===== src/rtl/turn_controller.sv =====
// Connect-4 turn sequencer: cursor, drop launch, board commit, win/draw check.
// Optional per-turn timeout is compiled in with `define TURN_TIMEOUT_EN.
module turn_controller #(
    parameter int          NUM_COLS   = 7,
    parameter int          NUM_ROWS   = 6,
    parameter int          START_COL  = 3,
    parameter logic [23:0] TURN_LIMIT = 24'd5_000_000
) (
    input  logic             clk,
    input  logic             reset,
    input  logic             btn_left,
    input  logic             btn_right,
    input  logic             btn_drop,
    input  logic             token_ready,
    input  logic [2:0]       final_row,
    input  logic [2:0]       final_column,
    input  logic             win_detected,
    output logic             player_move,
    output logic             valid_move,
    output logic             player_turn,
    output logic [2:0]       column_index,
    output logic [5:0][15:0] board_red,
    output logic [5:0][15:0] board_grn,
    output logic             state_busy,
    output logic             game_over,
    output logic             winner,
    output logic             draw
);
    typedef enum logic [2:0] {
        SELECT, LAUNCH, DROPPING, COMMIT, CHECK, OVER
    } state_t;

    localparam logic [2:0] START_C = 3'(START_COL);
    localparam logic [2:0] LAST_C  = 3'(NUM_COLS - 1);
    localparam logic [5:0] CELLS   = 6'(NUM_COLS * NUM_ROWS);

    state_t     state;
    logic [5:0] move_count;
    logic [2:0] row_q;
    logic [2:0] col_q;
    logic [3:0] cur_bit;
    logic [3:0] commit_bit;
    logic       col_open;
    logic       drop_ok;

    // A column is open while its top cell is empty in both colours.
    assign cur_bit    = 4'd15 - {1'b0, column_index};
    assign commit_bit = 4'd15 - {1'b0, col_q};
    assign col_open   = ~board_red[0][cur_bit] & ~board_grn[0][cur_bit];
    assign drop_ok    = (state == SELECT) & btn_drop & col_open;
    assign state_busy = (state != SELECT) && (state != OVER);

`ifdef TURN_TIMEOUT_EN
    logic [23:0] turn_timer;
    logic        expired;

    assign expired = (state == SELECT) &&
                     (turn_timer == TURN_LIMIT - 24'd1);

    always_ff @(posedge clk) begin
        if (reset)
            turn_timer <= '0;
        else if (state != SELECT || drop_ok || expired)
            turn_timer <= '0;
        else
            turn_timer <= turn_timer + 24'd1;
    end
`else
    logic unused_limit;
    assign unused_limit = ^TURN_LIMIT;
`endif

    always_ff @(posedge clk) begin
        if (reset) begin
            state        <= SELECT;
            move_count   <= '0;
            row_q        <= '0;
            col_q        <= '0;
            player_move  <= 1'b0;
            valid_move   <= 1'b0;
            player_turn  <= 1'b0;
            column_index <= START_C;
            board_red    <= '0;
            board_grn    <= '0;
            game_over    <= 1'b0;
            winner       <= 1'b0;
            draw         <= 1'b0;
        end else begin
            player_move <= 1'b0;
            valid_move  <= 1'b0;
            unique case (state)
                SELECT: begin
                    if (btn_drop) begin
                        if (col_open) begin
                            player_move <= 1'b1;
                            valid_move  <= 1'b1;
                            state       <= LAUNCH;
                        end
                    end else if (btn_left && !btn_right) begin
                        if (column_index != 3'd0)
                            column_index <= column_index - 3'd1;
                    end else if (btn_right && !btn_left) begin
                        if (column_index != LAST_C)
                            column_index <= column_index + 3'd1;
                    end
`ifdef TURN_TIMEOUT_EN
                    if (expired && !drop_ok)
                        player_turn <= ~player_turn;
`endif
                end
                LAUNCH: state <= DROPPING;
                DROPPING: begin
                    if (token_ready) begin
                        row_q <= final_row;
                        col_q <= final_column;
                        state <= COMMIT;
                    end
                end
                COMMIT: begin
                    if (player_turn)
                        board_grn[row_q][commit_bit] <= 1'b1;
                    else
                        board_red[row_q][commit_bit] <= 1'b1;
                    move_count <= move_count + 6'd1;
                    state      <= CHECK;
                end
                CHECK: begin
                    if (win_detected) begin
                        winner    <= player_turn;
                        game_over <= 1'b1;
                        state     <= OVER;
                    end else if (move_count == CELLS) begin
                        draw      <= 1'b1;
                        game_over <= 1'b1;
                        state     <= OVER;
                    end else begin
                        player_turn <= ~player_turn;
                        state       <= SELECT;
                    end
                end
                OVER: begin
                    if (btn_drop) begin
                        board_red    <= '0;
                        board_grn    <= '0;
                        move_count   <= '0;
                        player_turn  <= 1'b0;
                        column_index <= START_C;
                        winner       <= 1'b0;
                        draw         <= 1'b0;
                        game_over    <= 1'b0;
                        state        <= SELECT;
                    end
                end
                default: state <= SELECT;
            endcase
        end
    end
endmodule


===== config.mk =====
export PLATFORM = sky130hd
export DESIGN_NAME = turn_controller
export DESIGN_NICKNAME = d
export VERILOG_FILES = /design/src/rtl/turn_controller.sv
export SDC_FILE = /design/constraint.sdc
export NUM_CORES = 1
export LEC_CHECK = 0
export BUFFER_PORTS_ARGS = -buffer_cell sky130_fd_sc_hd__buf_4
export CAP_MARGIN = 20
export CORE_ASPECT_RATIO = 1.2
export CORE_MARGIN = 10
export CORE_UTILIZATION = 35
export DETAILED_ROUTE_END_ITERATION = 12
export PLACE_DENSITY = 0.7
export RECOVER_POWER = 50
export SLEW_MARGIN = 10
export SYNTH_ARGS = -nofsm -noshare
export SYNTH_HDL_FRONTEND = slang
export SYNTH_SLANG_ARGS = --single-unit
export TNS_END_PERCENT = 5

===== constraint.sdc =====
create_clock -name clk -period 1.8 [get_ports clk]
set_input_delay 0.09 -clock clk [delete_from_list [all_inputs] [get_ports clk]]
set_output_delay 0.09 -clock clk [all_outputs]
set_load 0.03 [all_outputs]

After elaboration in Yosys (flattened, before gate mapping). Cells that the tools add are included.

Output and inout bits: 202. Logic and storage cells: 128. Bits of input ports: 13. Register bits: 215.

Equal/unequal tests: 23. Muxes and demuxes: 41. Add/subtract/negate cells: 5. Reduce and logical (&&, ||, !) cells: 24. Bitwise operators: 8. Order comparisons: 5.

Operators with widths (count): $pmux 96 s2 (2); $mux 96 (3); $or 96x96->96 (2); $demux 16 s3 (1); $mux 3 (12); $ne 2x2->1 const B (11); $pmux 3 s6 (1); $mux 16 (1); $pmux 6 s2 (1); $reduce_and 3->1 (4); $reduce_and 4->1 (3); $mux 1 (11); $lt 4x5->1 const B (2); $ne 3x3->1 const B (3); $bmux 1 s4 (2); $pmux 1 s2 (4); $sub 4x3->4 const A (2); $add 6x1->6 const B (1); $eq 3x2->1 const B (2); $eq 3x3->1 const B (2); $eq 6x6->1 const B (1); $mux 6 (1); $ne 3x1->1 const B (2); $pmux 3 s2 (1); 18 further kinds (31).

Logic depth before layout (Yosys ltp). Gate-level depths: netlist of run 1.

Depth after elaboration: 10. Gate-level depth with buffers: 6. Mapped depth without buffers: 6.

Worst setup path before layout of run 1. No wires, ideal clock.

Path kind: reg2reg. From: register column_index[0]. To: register column_index[2]. Required time: 1726 ps. Path slack: -354 ps. Setup time: 74 ps. Data arrival time: 2080 ps. Cell stages (with the launch flop): 7. Period minus slack after synthesis: 2154 ps. Path through: dfxtp_1 clkbuf_1 inv_1 fa_1 xnor2_1 or4_1 a31oi_1.

Longest elaborated chain between the ends: 6.

RTL lines: from (decl) (line 21) `output logic [2:0] column_index,`; from (signal assigned) (line 101) `column_index <= column_index - 3'd1;`; from (signal assigned) (line 104) `column_index <= column_index + 3'd1;`; $add 3x1->3 (line 104); $mux 3 (line 103) `if (column_index != LAST_C)`; $mux 3 (line 102) `end else if (btn_right && !btn_left) begin`; $mux 3 (line 99) `end else if (btn_left && !btn_right) begin`; $mux 3 (line 93) `if (btn_drop) begin`; $pmux 3 s2 (line 91) `unique case (state)`.

Parallel ways exist; a longest one is shown, timed or not. The select of a mux whose other input is x is not followed. A chain may end at the register's enable or synchronous reset.

Worst setup path after layout of run 1.
From: register column_index[1]. To: register column_index[2].

The elaborated chain is that of the path after synthesis.

==> qor.log, run 1 <==
INFO  run_status     status=completed
INFO  clocking       cts.reportedPaths.clkPinSlew=0.05ns
INFO  sta            fin_crit=1.73ns
INFO  setup_path     setup.worst_path.start_class=flip-flop
INFO  sta            timing_worst_slew_pin_value=0.643ns
INFO  synth          synth.top_cells.by_area=sky130_fd_sc_hd__dfxtp_1 (45%), sky130_fd_sc_hd__buf_4 (14%), sky130_fd_sc_hd__o21a_1 (14%)
INFO  sta            slew_viol_final=0
INFO  sta            slew_headroom=56.6%
INFO  die            placement_rows=49
INFO  synth          synth_ff_type=sky130_fd_sc_hd__dfxtp_1
INFO  setup_path     worstPathMaxFanout=9
INFO  power_and_ir_drop power-per-cell-area=1080mW/mm^2
INFO  placed_design  gp_congestion=0.814
INFO  clocking       cts_sinks=119
INFO  setup_path     criticalPathCategory=reg2reg
INFO  setup_path     worst-endpoint-required=2.13ns
INFO  setup_path     worst_setup_path_startpoint=column_index[1]$_SDFFE_PP1P_
INFO  sta            final_hold_viols=0
INFO  setup_path     reg2reg_setup_slack=0.07ns
INFO  clocking       clock_tree.htree_level_count=4
INFO  global_route   global_route.usage.total=14.3%
INFO  clocking       clock_tree_from_tritoncts=yes
INFO  clocking       cts.root.buffer_cell=sky130_fd_sc_hd__clkbuf_16
INFO  power_and_ir_drop p_leak=2.50nW
INFO  cells_and_area multi_input_area=0.00242mm^2
INFO  synth          synth.lib_cells_used.distinct=48
INFO  die            floorplan.initialDensity=35.4%
INFO  routing        finalWirelength=15.0mm
INFO  synth          post_synth_top_area_cell=sky130_fd_sc_hd__dfxtp_1
INFO  synth          synth_async_sr_flop_share=0%
INFO  die            core-area=0.0150mm^2
INFO  synth          postSynthRegisterBits=119
INFO  worst_hold_path min-delay-path-class=in2reg
INFO  sta            final-setup-viol-count=0
INFO  global_route   grt_pass1_vias=4260
INFO  routing        first_iter_violations=140
INFO  global_route   antenna_found_initial=0
INFO  flow_run       drv.max_cap_violation_count=0
INFO  setup_path     r2r-start=column_index[1]$_SDFFE_PP1P_
INFO  cells_and_area num_antenna_cells=0
INFO  cells_and_area area_delta_synth_final=22.2%
INFO  die            top_level_ports=215
INFO  die            die-width=132um
INFO  sta            maxClockFrequency=0.578GHz
INFO  placed_design  placed_wire_length_estimate_after_detailed_placement=11.1mm
INFO  cells_and_area post_route_cells_drive_above_1_share=10.7%
INFO  clocking       cts-buffers-inserted=17
INFO  sta            grt_setup_unrepaired=false
INFO  synth          ys_top_cells_by_count=sky130_fd_sc_hd__dfxtp_1 (119), sky130_fd_sc_hd__nor2_1 (119), sky130_fd_sc_hd__buf_4 (98), sky130_fd_sc_hd__o21a_1 (98), sky130_fd_sc_hd__clkbuf_1 (25)
INFO  synth          synth-seq-area-share=44.9%
INFO  sta            totalNegativeSetupSlack=0ns
INFO  die            dieHeight=155um
INFO  routing        detail_route.drc_violations=0
INFO  placed_design  portBuffers=118
INFO  power_and_ir_drop p_total=7.02mW
INFO  routing        drt-pass1-iter-count=4
INFO  setup_path     crit_end=column_index[2]$_SDFFE_PP0P_
INFO  routing        via_count_of_the_routed_design=4255
INFO  routing        ant_nets=0
INFO  synth          synthCells=592
INFO  power_and_ir_drop largest_voltage_drop_on_the_vdd_net=0.648mV
INFO  synth          synth_warnings=0
INFO  synth          combined_area_of_all_synthesized_cells=0.00530mm^2
INFO  cells_and_area final_nets=743
INFO  sta            post-route-period-util=96.2%
INFO  synth          number_of_synthesized_flops_with_an_enable_pin=0
INFO  global_route   grt_max_degree=40
INFO  cells_and_area num-fill-cells=1509
INFO  setup_path     timing.critical_path.to_type=flip-flop
INFO  routing        wl_per_cell=15.9um
INFO  routing        vias_per_cell=4.51
INFO  clocking       cts_setup_buffers=0
INFO  cells_and_area ff_latch_area=0.00239mm^2
INFO  synth          synth_top_area_share=44.9%
INFO  sta            fin_skew=0.00984ns
INFO  setup_path     worstPathArrival=2.06ns
INFO  setup_path     r2r-end=column_index[2]$_SDFFE_PP0P_
INFO  clocking       worstSkewPairLatency=0.40ns
INFO  setup_path     r2r.worst_path.cells=5
INFO  die            die_outline_area=0.0205mm^2
INFO  synth          synth_area_per_cell=8.96um^2
INFO  cells_and_area utilization=43.3%
INFO  clocking       cts_buffer_depth=2
INFO  global_route   grt_overflow=0
INFO  global_route   grt_first_pass_wirelength=23.7mm
-- state kept, by name, indices dropped and copies added (netlist names) --
name,flops
board_red,48
draw,1
game_over,1
winner,1
player_turn,1
column_index,3
valid_move,1
col_q,3
board_grn,48
move_count,6
state,3
row_q,3
-- what timing repair did --
action | CTS | global route
hold endpoints to repair | 7 | 0
setup endpoints to repair | 0 | 64
gates resized for setup | 0 | 5
hold buffers | 7 | 0
-- critical path, stage by stage, from the launching register on --
cell	delay, ns
sky130_fd_sc_hd__dfxtp_4	0.40
sky130_fd_sc_hd__inv_1	0.10
sky130_fd_sc_hd__fa_2	0.36
sky130_fd_sc_hd__xnor2_1	0.14
sky130_fd_sc_hd__or4_1	0.51
sky130_fd_sc_hd__a31oi_1	0.14
-- cells in the final DEF, fill, tap and decap left out, types with 4 or more instances in the layout --
cell type,n
sky130_fd_sc_hd__nor2_1,119
sky130_fd_sc_hd__dfxtp_1,116
sky130_fd_sc_hd__clkbuf_1,110
sky130_fd_sc_hd__o21a_1,98
sky130_fd_sc_hd__conb_1,96
sky130_fd_sc_hd__buf_4,36
sky130_fd_sc_hd__clkbuf_16,17
sky130_fd_sc_hd__nand2_1,12
sky130_fd_sc_hd__o211ai_1,9
sky130_fd_sc_hd__a21oi_1,8
sky130_fd_sc_hd__nand3b_1,7
sky130_fd_sc_hd__mux2i_1,7
sky130_fd_sc_hd__o2111ai_1,7
sky130_fd_sc_hd__dlygate4sd3_1,7
sky130_fd_sc_hd__nor2b_1,5
sky130_fd_sc_hd__nor3_1,4
sky130_fd_sc_hd__inv_1,4
sky130_fd_sc_hd__nand2b_1,4
sky130_fd_sc_hd__clkinv_2,4
sky130_fd_sc_hd__buf_12,4
-- cells by family (layout without fill, tap and decap cells) --
| family | count (synthesis) | count (layout) | synth area share [%] |
|---|---|---|---|
| mux | 7 | 7 | 1.32 |
| buf+inv | 136 | 189 | 16.7 |
| xor+xnor | 5 | 5 | 0.826 |
| compound gates | 145 | 145 | 20.2 |
| flops | 119 | 119 | 44.9 |
| fa+ha+maj | 3 | 3 | 0.849 |
| simple gates | 176 | 176 | 15.1 |
| other cells | 1 | 96 | 0.0707 |
-- layer usage --
| metal | track usage, % | vias to the layer above | routed length, um |
|---|---|---|---|
| li1 | - | 2078 | - |
| met1 | 15.3 | 1991 | 5890 |
| met5 | 0 | - | 0 |
| met3 | 9.07 | 17 | 1920 |
| met2 | 22.7 | 169 | 6930 |
| met4 | 4.83 | 0 | 247 |
-- cell type report --
type                       count  area share [%]
multi-input combinational    432            37.3
clock inverter                 9            1.93
tap                          204            3.94
timing repair buffer         152            12.6
sequential                   119            36.9
clock buffer                  23            7.07
inverter                       5           0.290
-- stage by stage --
stage	cells	hold WS, ns	setup slack [ns]	cell area (um^2)
after floorplan	687	0.234	0.0285	5690
after global placement	905	0.325	0.119	6200
after detailed placement	905	0.354	0.0880	6200
after CTS	944	0.0171	0.0757	6860
after global routing	944	0.0245	0.00824	6480
final	944	0.0323	0.0684	6480
-- worst min path at each step --
stage | from | to | cells after the start | slack, ns
after floorplan | btn_drop | valid_move$_SDFF_PP0_ | 2 | 0.23
after global placement | final_column[0] | col_q[0]$_SDFFE_PP0P_ | 3 | 0.33
after detailed placement | final_column[2] | col_q[2]$_SDFFE_PP0P_ | 3 | 0.35
after CTS | reset | winner$_SDFFE_PP0P_ | 2 | 0.02
after global routing | win_detected | draw$_SDFFE_PP0P_ | 3 | 0.02
final | win_detected | draw$_SDFFE_PP0P_ | 3 | 0.03
-- power breakdown --
part	internal, mW	leakage [nW]	switching (mW)
combinational	0.252	1.26	0.672
clock	2.20	0.281	1.15
sequential	2.68	0.960	0.0650
(Power assumes the default switching activity.)
==> inputs of run 2 (changes only) <==
--- a/config.mk
+++ b/config.mk
@@ -7,11 +7,13 @@
 export LEC_CHECK = 0
 export BUFFER_PORTS_ARGS = -buffer_cell sky130_fd_sc_hd__buf_4
 export CAP_MARGIN = 20
+export CELL_PAD_IN_SITES_DETAIL_PLACEMENT = 1
+export CELL_PAD_IN_SITES_GLOBAL_PLACEMENT = 1
 export CORE_ASPECT_RATIO = 1.2
 export CORE_MARGIN = 10
-export CORE_UTILIZATION = 35
+export CORE_UTILIZATION = 32
 export DETAILED_ROUTE_END_ITERATION = 12
-export PLACE_DENSITY = 0.7
+export PLACE_DENSITY = 0.84
 export RECOVER_POWER = 50
 export SLEW_MARGIN = 10
 export SYNTH_ARGS = -nofsm -noshare
==> run 2 against run 1 <==
Compared with the run above: routed wire length rose by 11%; combinational power rose by 0.8%; design area barely moved; critical path depth did not move; first-iteration DRC count fell by 6.4%; setup slack improved by 0.016 ns; die area rose by 8.0%; register-to-register slack improved by 0.02 ns; non-clock buffer count rose by 3; critical path type unchanged.
==> qor.log, run 2 (synthesis gave the netlist of run 1 again) <==
INFO  run_status     status=completed
INFO  die            placement_rows=51
INFO  power_and_ir_drop switchingPower=1.99mW
INFO  routing        via_count_of_the_routed_design=4368
INFO  routing        detail_route.drc_violations=0
INFO  placed_design  placed_wire_length_estimate_after_detailed_placement=12.5mm
INFO  routing        finalWirelength=16.6mm
INFO  sta            slew_viol_final=0
INFO  cells_and_area final_nets=746
INFO  sta            timing_worst_slew_pin_value=0.609ns
INFO  power_and_ir_drop comb_power_share=13.4%
INFO  setup_path     r2r-end=column_index[2]$_SDFFE_PP0P_
INFO  power_and_ir_drop power-per-cell-area=1070mW/mm^2
INFO  cells_and_area final_cell_count_no_fill=954
INFO  clocking       worstSkewPairLatency=0.42ns
INFO  global_route   grt_max_degree=76
INFO  clocking       cts_buffer_depth=2
INFO  worst_hold_path min-delay-path-class=in2reg
INFO  routing        vias_per_cell=4.58
INFO  die            die-width=138um
INFO  cells_and_area largestRegisters=board_grn: 48 flops, board_red: 48 flops, move_count: 6 flops
INFO  setup_path     worstPathMaxFanout=10
INFO  sta            final-setup-viol-count=0
INFO  power_and_ir_drop p_total=6.96mW
INFO  global_route   global_route.usage.total=14.6%
INFO  clocking       cts.root.buffer_cell=sky130_fd_sc_hd__clkbuf_16
INFO  clocking       cts.reportedPaths.clkPinSlew=0.06ns
INFO  cells_and_area num-fill-cells=1992
INFO  die            die_outline_area=0.0221mm^2
INFO  setup_path     r2r-start=column_index[0]$_SDFFE_PP1P_
INFO  global_route   antenna_found_initial=0
INFO  worst_hold_path min_delay_worst_endpoint=move_count[0]$_SDFFE_PP0P_
INFO  sta            fin_crit=1.72ns
INFO  setup_path     setup.worst_path.start_class=flip-flop
INFO  routing        drt-pass1-iter-count=4
INFO  cells_and_area num_antenna_cells=0
INFO  cells_and_area most_frequent_cells_in_the_layout=sky130_fd_sc_hd__nor2_1 (119), sky130_fd_sc_hd__dfxtp_1 (116), sky130_fd_sc_hd__clkbuf_1 (105)
INFO  cells_and_area multi_input_area=0.00242mm^2
INFO  routing        ant_nets=0
INFO  routing        first_iter_violations=131
INFO  global_route   grt_overflow=0
INFO  die            floorplan.initialDensity=32.6%
INFO  worst_hold_path min_path_cells=2
INFO  global_route   grt_first_pass_wirelength=25.1mm
INFO  setup_path     criticalPathCategory=reg2reg
INFO  placed_design  portBuffers=118
INFO  global_route   grt_pass1_vias=4609
INFO  placed_design  gp_congestion=0.774
INFO  placed_design  numPlacedInstances=916
INFO  power_and_ir_drop largest_voltage_drop_on_the_vdd_net=0.575mV
INFO  power_and_ir_drop p_int=4.97mW
INFO  clocking       clock_tree_from_tritoncts=yes
INFO  flow_run       drv.max_cap_violation_count=0
INFO  setup_path     worstPathArrival=2.06ns
INFO  die            core-area=0.0163mm^2
INFO  setup_path     worst-endpoint-required=2.15ns
INFO  sta            slew_headroom=59.4%
INFO  power_and_ir_drop pwr-share-clk=47.2%
INFO  worst_hold_path hold_start=reset
INFO  cells_and_area area_delta_synth_final=22.3%
INFO  routing        wl_per_cell=17.4um
INFO  clocking       clock_tree.htree_level_count=4
INFO  sta            post-route-period-util=95.3%
INFO  power_and_ir_drop p_sw_share=28.6%
INFO  setup_path     r2r.worst_path.cells=5
INFO  setup_path     reg2reg_setup_slack=0.08ns
INFO  sta            final_hold_viols=0
INFO  clocking       cts-buffers-inserted=17
INFO  cells_and_area post_route_cells_drive_above_1_share=11.7%
INFO  power_and_ir_drop p_leak=2.48nW
INFO  sta            fin_skew=0.00615ns
INFO  cells_and_area layout_commonest_cell=sky130_fd_sc_hd__nor2_1
INFO  clocking       cts_setup_buffers=0
INFO  sta            maxClockFrequency=0.583GHz
INFO  die            top_level_ports=215
INFO  setup_path     timing.critical_path.to_type=flip-flop
INFO  clocking       cts_sinks=119
INFO  sta            grt_setup_unrepaired=false
INFO  cells_and_area ff_latch_area=0.00239mm^2
INFO  die            dieHeight=161um
INFO  power_and_ir_drop share_seq_of_total_power=39.4%
## run 2: power groups by stage
| stage | clock network, mW | logic [mW] | registers (mW) |
|---|---|---|---|
| global route | 3.47 | 1.01 | 2.75 |
| detailed placement | 0 | 0.908 | 2.80 |
| global placement | 0 | 0.896 | 2.79 |
| floorplan | 0 | 0.851 | 2.80 |
| CTS | 3.35 | 0.927 | 2.74 |
| finish | 3.29 | 0.930 | 2.74 |
## run 2: repair_timing
action                                  CTS  global route
hold buffers                              7             0
endpoints found under the hold margin     7             0
endpoints found under the setup margin   34            58
gates resized for setup                   1             6
## run 2: through the flow
stage / setup slack, ns / util [%] / hold slack [ns] / setup TNS (ns) / area (um^2)
final: 0.0842 / 39.8 / 0.0222 / 0 / 6480
after global placement: 0.0586 / 38.2 / 0.328 / 0 / 6210
after floorplan: 0.0285 / - / 0.234 / 0 / 5690
after detailed placement: -0.0400 / 38.2 / 0.336 / -0.410 / 6210
after CTS: 0.000213 / 42.2 / 0.00772 / 0 / 6860
after global routing: 0.00800 / 39.8 / 0.0177 / 0 / 6480
## run 2: routing by layer
layer | track usage, % | vias up | routed length, um
li1 | - | 2073 | -
met1 | 15.3 | 2115 | 6430
met2 | 24.6 | 151 | 8180
met3 | 6.46 | 29 | 1700
met4 | 6.24 | 0 | 344
met5 | 0 | - | 0
## run 2: area by class of cell
class | instances | share of cell area, %
Inverter | 5 | 0.289
Clock buffer | 18 | 6.77
Sequential cell | 119 | 36.9
Tap cell | 212 | 4.09
Timing Repair Buffer | 155 | 12.5
Clock inverter | 13 | 2.05
Multi-Input combinational cell | 432 | 37.4
## run 2: worst max-delay path: stages, from the launching register on
cell and delay (ns):
sky130_fd_sc_hd__dfxtp_4 0.41, sky130_fd_sc_hd__inv_2 0.07, sky130_fd_sc_hd__fa_2 0.38, sky130_fd_sc_hd__xnor2_1 0.14
sky130_fd_sc_hd__or4_1 0.50, sky130_fd_sc_hd__a31oi_1 0.13
## run 2: worst max path at each step
stage | endpoint | start | cells past startpoint
after global routing | column_index[2]$_SDFFE_PP0P_ | state[1]$_SDFFE_PP0P_ | 5
after global placement | board_red[59]$_SDFFE_PP0P_ | state[1]$_SDFFE_PP0P_ | 6
after floorplan | column_index[2]$_SDFFE_PP0P_ | column_index[0]$_SDFFE_PP1P_ | 6
after detailed placement | board_red[41]$_SDFFE_PP0P_ | state[1]$_SDFFE_PP0P_ | 6
after CTS | state_busy | state[2]$_SDFFE_PP0P_ | 4
final | column_index[2]$_SDFFE_PP0P_ | column_index[0]$_SDFFE_PP1P_ | 5
==> inputs of run 3 (changes only) <==
--- a/config.mk
+++ b/config.mk
@@ -11,9 +11,10 @@
 export CELL_PAD_IN_SITES_GLOBAL_PLACEMENT = 1
 export CORE_ASPECT_RATIO = 1.2
 export CORE_MARGIN = 10
-export CORE_UTILIZATION = 32
+export CORE_UTILIZATION = 30
+export CTS_CLUSTER_SIZE = 30
 export DETAILED_ROUTE_END_ITERATION = 12
-export PLACE_DENSITY = 0.84
+export PLACE_DENSITY = 0.8
 export RECOVER_POWER = 50
 export SLEW_MARGIN = 10
 export SYNTH_ARGS = -nofsm -noshare
==> constraint.sdc (replaced) <==
create_clock -name clk -period 1.8 [get_ports clk]
set_input_delay 0.09 -clock clk [delete_from_list [all_inputs] [get_ports clk]]
set_output_delay 0.09 -clock clk [all_outputs]
set_load 0.02 [all_outputs]
==> run 3 against run 2 <==
Compared with the run above: via count unchanged; setup slack improved by 0.063 ns; design area increased by 0.79%; highest routed layer unchanged; non-clock buffer count increased by 3; cell count increased by 1.3%; critical path depth unchanged; clock power increased by 5%.
==> qor.log, run 3 (synthesis gave the netlist of run 1 again) <==
INFO  global_route   antenna_found_initial=0
INFO  power_and_ir_drop power-per-cell-area=1070mW/mm^2
INFO  clocking       cts.root.buffer_cell=sky130_fd_sc_hd__clkbuf_16
INFO  sta            fin_crit=1.65ns
INFO  setup_path     cp_num_buf_inv=3
INFO  cells_and_area utilization=37.5%
INFO  sta            totalNegativeSetupSlack=0ns
INFO  routing        finalWirelength=17.0mm
INFO  die            top_level_ports=215
INFO  setup_path     kind_of_cell_with_the_highest_combined_delay_on_the_critical_path=buffers and inverters
INFO  global_route   grt_max_degree=44
INFO  setup_path     critical-path-max-stage-delay=0.35ns
INFO  power_and_ir_drop p_leak=2.54nW
INFO  cells_and_area num-fill-cells=2118
INFO  sta            slew_headroom=58.7%
INFO  run_status     status=completed
INFO  sta            hold-worst-slack=0.0120ns
INFO  sta            final_hold_viols=0
INFO  placed_design  gp_congestion=0.762
INFO  sta            final-setup-viol-count=0
INFO  clocking       cts.reportedPaths.clkPinSlew=0.06ns
INFO  cells_and_area num_antenna_cells=0
INFO  worst_hold_path min-delay-path-class=in2reg
INFO  sta            maxClockFrequency=0.605GHz
INFO  cells_and_area largestRegisters=board_grn: 48 flops, board_red: 48 flops, move_count: 6 flops
INFO  routing        via_count_of_the_routed_design=4368
INFO  sta            fin_skew=0.00898ns
INFO  setup_path     timing.critical_path.cells=buf_6 > nor3_1 > buf_4 > a21oi_1 > buf_4
INFO  global_route   grt_first_pass_wirelength=26.0mm
INFO  die            placement_rows=53
INFO  clocking       clock_tree.htree_level_count=4
INFO  clocking       cts_sinks=119
INFO  routing        detail_route.drc_violations=0
INFO  setup_path     worst-endpoint-required=1.71ns
INFO  power_and_ir_drop p_total=7.02mW
INFO  setup_path     timing.critical_path.to_type=output pin
INFO  cells_and_area final_nets=749
INFO  placed_design  portBuffers=118
INFO  global_route   grt_overflow=0
INFO  sta            grt_setup_unrepaired=false
INFO  setup_path     worstPathMaxFanout=17
INFO  routing        first_iter_violations=220
INFO  setup_path     worstPathArrival=1.56ns
INFO  flow_run       drv.max_cap_violation_count=0
INFO  clocking       cts-buffers-inserted=17
INFO  die            floorplan.initialDensity=30.4%
INFO  routing        drt-pass1-iter-count=4
INFO  cells_and_area layout_commonest_cell=sky130_fd_sc_hd__nor2_1
INFO  clocking       cts_setup_buffers=0
INFO  global_route   global_route.usage.total=14.0%
INFO  cells_and_area most_frequent_cells_in_the_layout=sky130_fd_sc_hd__nor2_1 (119), sky130_fd_sc_hd__dfxtp_1 (114), sky130_fd_sc_hd__clkbuf_1 (107)
INFO  die            die_outline_area=0.0234mm^2
INFO  placed_design  placed_wire_length_estimate_after_detailed_placement=12.7mm
INFO  sta            post-route-period-util=91.8%
INFO  cells_and_area area_delta_synth_final=23.2%
INFO  die            core-area=0.0174mm^2
INFO  die            die-width=141um
INFO  power_and_ir_drop largest_voltage_drop_on_the_vdd_net=0.589mV
INFO  global_route   grt_pass1_vias=4632
INFO  routing        wl_per_cell=17.6um
INFO  sta            timing_worst_slew_pin_value=0.612ns
INFO  setup_path     cell_with_the_largest_stage_delay_on_the_worst_path=sky130_fd_sc_hd__dfxtp_2
INFO  routing        ant_nets=0
INFO  setup_path     setup.worst_path.start_class=flip-flop
INFO  die            dieHeight=166um
INFO  setup_path     criticalPathCategory=reg2out
INFO  cells_and_area post_route_cells_drive_above_1_share=11.9%
INFO  clocking       worstSkewPairLatency=0.43ns
INFO  clocking       cts_buffer_depth=2
INFO  routing        vias_per_cell=4.52
INFO  clocking       clock_tree_from_tritoncts=yes
INFO  setup_path     cpMostUsedCell=sky130_fd_sc_hd__buf_4
INFO  sta            slew_viol_final=0
==> run 3: changes by cell type in the layout (fill, tap and decap cells not counted), moves of 2 or more <==
cell | previous run | this run
sky130_fd_sc_hd__clkinvlp_4 | 7 | 1
sky130_fd_sc_hd__dfxtp_2 | 1 | 4
sky130_fd_sc_hd__dfxtp_1 | 116 | 114
sky130_fd_sc_hd__clkbuf_8 | 1 | 6
sky130_fd_sc_hd__clkbuf_1 | 105 | 107
==> run 3: layout make-up <==
cell class,count,area [um^2],area share [%]
clock inverter,8,92.6,1.42
sequential,119,2390,36.6
timing repair buffer,158,835,12.8
tap,220,275,4.21
multi-input combinational,432,2410,36.9
inverter,5,18.8,0.287
clock buffer,24,512,7.83
==> run 3: final timing paths <==
check	slack, ns	end	depth (start not counted)	from
worst min-delay path	0.01	row_q[1]$_SDFFE_PP0P_	2	reset
worst min register to register	0.45	game_over$_SDFFE_PP0P_	2	game_over$_SDFFE_PP0P_
worst max-delay path	0.15	state_busy	5	state[0]$_SDFFE_PP0P_
worst max register to register	0.15	column_index[2]$_SDFFE_PP0P_	5	column_index[0]$_SDFFE_PP1P_
==> run 3: report_power, final <==
group	leakage (nW)	internal (mW)	switching (mW)
registers	0.960	2.68	0.0512
logic	1.28	0.258	0.593
clock network	0.302	2.24	1.19
total	2.54	5.18	1.84
==> run 3: timing repair <==
action / in CTS / in global routing
resized for setup: 1 / 6
endpoints found under the setup margin: 1 / 33
hold buffers: 7 / 0
endpoints found under the hold margin: 7 / 0
==> run 3: metrics by stage <==
| stage | instances | setup WS [ns] | area (um^2) |
|---|---|---|---|
| global route | 966 | 0.0250 | 6540 |
| CTS | 966 | 0.00421 | 6920 |
| floorplan | 687 | 0.00817 | 5690 |
| finish | 966 | 0.147 | 6540 |
| detailed placement | 927 | 0.0896 | 6240 |
| global placement | 927 | 0.0984 | 6240 |
==> run 3: per-layer routing <==
metal,vias up,GRT usage [%],wire (um)
met4,0,4.09,176
met5,-,0,0
met1,2122,14.1,6330
met3,16,7.38,1840
met2,143,24.3,8650
li1,2087,-,-
